--- src/rtl/mydesign_expect_pipe.sv ---
// Delay line carrying {valid, a, b, expected} alongside the operator under test.
// Latency: LATENCY cycles; LATENCY=0 is a combinational passthrough.
// Backpressure: none; shifts every cycle, synchronous clear drops all valids.
module mydesign_expect_pipe #(
  parameter int LATENCY = 1,
  parameter int W       = 12
) (
  input  logic         clk_ci,
  input  logic         clr_i,
  input  logic         in_vld_i,
  input  logic [W-1:0] in_dat_i,
  output logic         out_vld_o,
  output logic [W-1:0] out_dat_o
);

  // At least one stage exists so the storage is always well-formed.
  localparam int DEPTH = (LATENCY > 0) ? LATENCY : 1;

  logic         vld_q [DEPTH];
  logic         vld_d [DEPTH];
  logic [W-1:0] dat_q [DEPTH];
  logic [W-1:0] dat_d [DEPTH];

  // Next stage contents: new entry at stage 0, everything else moves up one.
  always_comb begin
    vld_d[0] = in_vld_i;
    dat_d[0] = in_dat_i;
    for (int i = 1; i < DEPTH; i++) begin
      vld_d[i] = vld_q[i-1];
      dat_d[i] = dat_q[i-1];
    end
  end

  // Stage registers; clear wipes in-flight entries so nothing stale is compared.
  always_ff @(posedge clk_ci) begin
    for (int i = 0; i < DEPTH; i++) begin
      if (clr_i) begin
        vld_q[i] <= 1'b0;
        dat_q[i] <= '0;
      end else begin
        vld_q[i] <= vld_d[i];
        dat_q[i] <= dat_d[i];
      end
    end
  end

  assign out_vld_o = (LATENCY == 0) ? in_vld_i : vld_q[DEPTH-1];
  assign out_dat_o = (LATENCY == 0) ? in_dat_i : dat_q[DEPTH-1];

endmodule

--- config.mk ---
export PLATFORM = sky130hd
export DESIGN_NAME = mydesign_expect_pipe
export DESIGN_NICKNAME = d
export VERILOG_FILES = /design/src/rtl/mydesign_expect_pipe.sv
export SDC_FILE = /design/constraint.sdc
export NUM_CORES = 1
export LEC_CHECK = 0
export ABC_AREA = 1
export ABC_CLOCK_PERIOD_IN_PS = 800
export BUFFER_PORTS_ARGS = -buffer_cell sky130_fd_sc_hd__buf_2
export CORE_AREA = 5 5 42 44
export CTS_CLUSTER_SIZE = 8
export DETAILED_ROUTE_END_ITERATION = 12
export DIE_AREA = 0 0 47 49
export PLACE_DENSITY = 0.62
export SKIP_CTS_REPAIR_TIMING = 1
export SYNTH_ARGS = -nofsm -noshare
export SYNTH_HDL_FRONTEND = slang
export SYNTH_SLANG_ARGS = --single-unit
--- constraint.sdc ---
create_clock -name clk_ci -period 0.8 [get_ports clk_ci]
set_input_delay 0.12 -clock clk_ci [delete_from_list [all_inputs] [get_ports clk_ci]]
set_output_delay 0.12 -clock clk_ci [all_outputs]
set_load 0.02 [all_outputs]
-- After elaboration in Yosys (flattened, before gate mapping)
Memory sizes are Yosys's and may differ from the RTL's.
Cells that the tools add are included.
- $add $sub $neg: 0
- $mul: 0
- divide/modulo/power cells: 0
- magnitude comparators: 0
- equality and inequality tests: 0
- shift-type cells: 0
- muxes and demuxes: 7
- bitwise logic cells: 0
- reduce and logical (&&, ||, !) cells: 2
- operators with widths (cell ; count):
    12-bit 2-to-1 mux ; 1
    12-bit OR reduction ; 1
    1-bit 2-to-1 mux ; 6
    1-bit OR reduction ; 1
- flip-flop bits (word level): 0
- bits in latches: 0
- RAM bits: 13
- bits in read-only memories: 0
- input bits: 15
- output and inout port bits: 13
- word-level logic and storage cells: 11
- memories: 2
- memories (memory ; depth ; width ; rd ports ; clocked after Yosys merged registers in ; wr ports ; RTL line ; source):
    dat_q ; 1 ; 12 ; 1 ; 0 ; 1 ; 21 ; logic [W-1:0] dat_q [DEPTH];
    vld_q ; 1 ; 1 ; 1 ; 0 ; 1 ; 19 ; logic vld_q [DEPTH];

-- Longest topological paths before layout
- depth in word-level cells: 3
- gate-level depth with buffers: 2
- mapped depth without buffers: 2

-- Worst setup path after synthesis
No wires, ideal clock.
- path type: flip-flop to output port
- from: memory dat_q[0][0]
- to: output out_dat_o[0]
- data arrival time: 395 ps
- required time: 680 ps
- setup slack: 285 ps
- cell stages (with the launch flop): 1
- buffers on the path: 0
- cells stage by stage: dfxtp_1
- longest elaborated chain between the ends: 1
- ends and longest elaborated chain (item ; RTL line ; source):
    from (decl) ; 21 ;
    memory read 1 x 12 bit ; n/a ;
    to (decl) ; 13 ; output logic [W-1:0] out_dat_o
Every way passes these cells.

-- Worst setup path after layout
- from: memory dat_q[0][11]
- to: output out_dat_o[11]
Same word-level chain as after synthesis.

==> results_dict.tcl <==
set metrics [dict create \
    layout.area.seq_sq_um 276.5 \
    yosys-top-cells-count "13 x sky130_fd_sc_hd__dfxtp_1, 13 x sky130_fd_sc_hd__inv_1, 13 x sky130_fd_sc_hd__nor2_1, 1 x sky130_fd_sc_hd__buf_6" \
    synth_nets 55 \
    n_fill_cell 144 \
    grt_setup_unrepaired "true" \
    synth-seq-area-share 0.7051 \
    fin_crit_sh 1.038 \
    layout.core_utilization 0.4545 \
    die_x_extent_um 47 \
    slew_headroom 0.8488 \
    globalplace.congestion 0.5944 \
    maxSlewViolCount 0 \
    io_buffers 27 \
    grt_max_degree 14 \
    ctsRootBufferMaster "sky130_fd_sc_hd__clkbuf_4" \
    post_synthesis_async_set_or_reset_flop_share 0 \
    post-synth-top-area-fraction 0.7051 \
    synthTopCellsByArea "sky130_fd_sc_hd__dfxtp_1 71%, sky130_fd_sc_hd__inv_1 13%, sky130_fd_sc_hd__nor2_1 13%" \
    final_period_minus_worst_setup_slack_ps 830.0 \
    io_pins 28 \
    drtIter0Drc 3 \
    ys_seq_elements 13 \
    status "finished with violations" \
    setup-tns-final_ps -321.6 \
    cts.reportedPaths.clkPinSlew_ps 70 \
    total_of_max_cap_violations 0 \
    leakagePower_nw 0.3560 \
    start_kind "flip-flop" \
    slowest_stage_delay_on_critical_path_ps 320 \
    drive_above_1_share 0.6143 \
    top_ff_cell_synth "sky130_fd_sc_hd__dfxtp_1" \
    syn_area_per_cell_sq_um 9.228 \
    crit_chain "buf_6" \
    post-route-worst-setup-slack_ps -30.00 \
    first_global_vias 343 \
    worst-path-max-fanout 1 \
    via_per_inst 3.977 \
    dr_wl_cell_um 8.709 \
    worstPathBufferInverterCount 1 \
    max_fclk_mhz 1205 \
    ys_types 4 \
    grt_first_pass_wirelength_um 1248 \
    failed_checks "setup timing" \
    syn2layout_area_growth_pct 72.54 \
    report.final.setup_viol 13 \
    cts.sinks 13 \
    vdd.ir_drop.worst_v 0.0008704 \
    synth_largest_area_cell "sky130_fd_sc_hd__dfxtp_1" \
    dieArea_sq_um 2303 \
    tritoncts.num_buffers 3 \
    routed_wl_um 749 \
    core-area_sq_um 1401 \
    critical-path-top-delay-family "flip-flops" \
    synth_cells 40 \
    hold_viol_final 0 \
    grt_usage 0.07709 \
    firstDrtPassIters 2 \
    hold_path_class "primary input to flip-flop" \
    layout.nets 86 \
    yosysWarnings 0 \
    effective_utilization_at_floorplan 0.2634 \
    worst-endpoint-required_ps 680 \
    setup.worst_path.class "flip-flop to primary output" \
    globalRoute.totalOverflow 0 \
    number_of_flops_mapped_to_enable_cells_by_yosys 0 \
    row_count 14 \
    antenna_violations_before_repair 0 \
    total_power_mw 1.279 \
    least_margin_pin_slew_ps 226.9 \
    cts_max_level 1 \
    netlist_area_sq_um 369.1 \
    routed-via-count 342 \
    number_of_antenna_violating_nets_in_the_routed_design 0 \
    multiInputGateArea_sq_um 48.80 \
    route.detailed.drc 0 \
    cts.path.max_buffers 2 \
    n_antenna_cell 0 \
    dpl.hpwl_um 610.9 \
    endpoint_kind "primary output" \
    power_density_nw_per_um2 2009 \
    die-height_um 49 \
    cpMaxStageDelayCell "sky130_fd_sc_hd__dfxtp_2" \
    pre_cts_slack_ps 230.2 \
    tritoncts "yes" \
    arrival_ps 710 \
    hold_worst_slack_ps 43.72 \
]
==> layout make-up <==
class	instances	share of cell area
well taps	16	0.03143
inverters	13	0.07662
multi-input cells	13	0.07662
repair buffers	27	0.3399
clock buffers	4	0.04126
flip-flops and latches	13	0.4342
==> routing by layer <==
metal  track usage  up-vias  part of all wire
li1              -      166                 -
met1       0.07795      157              0.32
met2        0.1176       19              0.51
met3       0.03690        0              0.17
met4       0.05530        0                 0
met5             0        -                 0
==> worst paths after layout <==
path         start       endpoint  slack, ps  cells after the start
max   dat_q[0][11]  out_dat_o[11]        -30                      1
min   in_dat_i[10]   dat_q[0][10]         40                      3
==> registers in the layout (all words and copies together), names as in the netlist <==
register  count
dat_q        12
vld_q         1
==> cell usage in the layout, fill, tap and decap left out <==
cell type | netlist | routed
sky130_fd_sc_hd__buf_6 | 1 | 13
sky130_fd_sc_hd__inv_1 | 13 | 13
sky130_fd_sc_hd__buf_2 | 0 | 14
sky130_fd_sc_hd__nor2_1 | 13 | 13
sky130_fd_sc_hd__clkbuf_1 | 0 | 1
sky130_fd_sc_hd__dfxtp_2 | 0 | 13
sky130_fd_sc_hd__clkbuf_4 | 0 | 3
==> metrics by stage <==
| step | cell area, sq um | std cells |
|---|---|---|
| 3_3_place_gp | 513.0 | 82 |
| 2_1_floorplan | 369.1 | 40 |
| 6_report | 636.9 | 86 |
| 5_1_grt | 636.9 | 86 |
| 3_5_place_dp | 513.0 | 82 |
| 4_1_cts | 539.3 | 86 |
==> cells by family (layout without fill, tap and decap cells) <==
| kind of cell | after synthesis | after routing | share of synthesized area |
|---|---|---|---|
| buffers and inverters | 14 | 44 | 0.1627 |
| and+or+nand+nor | 13 | 13 | 0.1322 |
| DFF | 13 | 13 | 0.7051 |
==> report_power, final <==
part	internal, mW	total (mW)	switching, mW
sequential	0.688	0.703	0.0146
combinational	0.0985	0.185	0.0870
clock	0.193	0.391	0.198
Note: power is estimated with default switching activity, not from simulation.
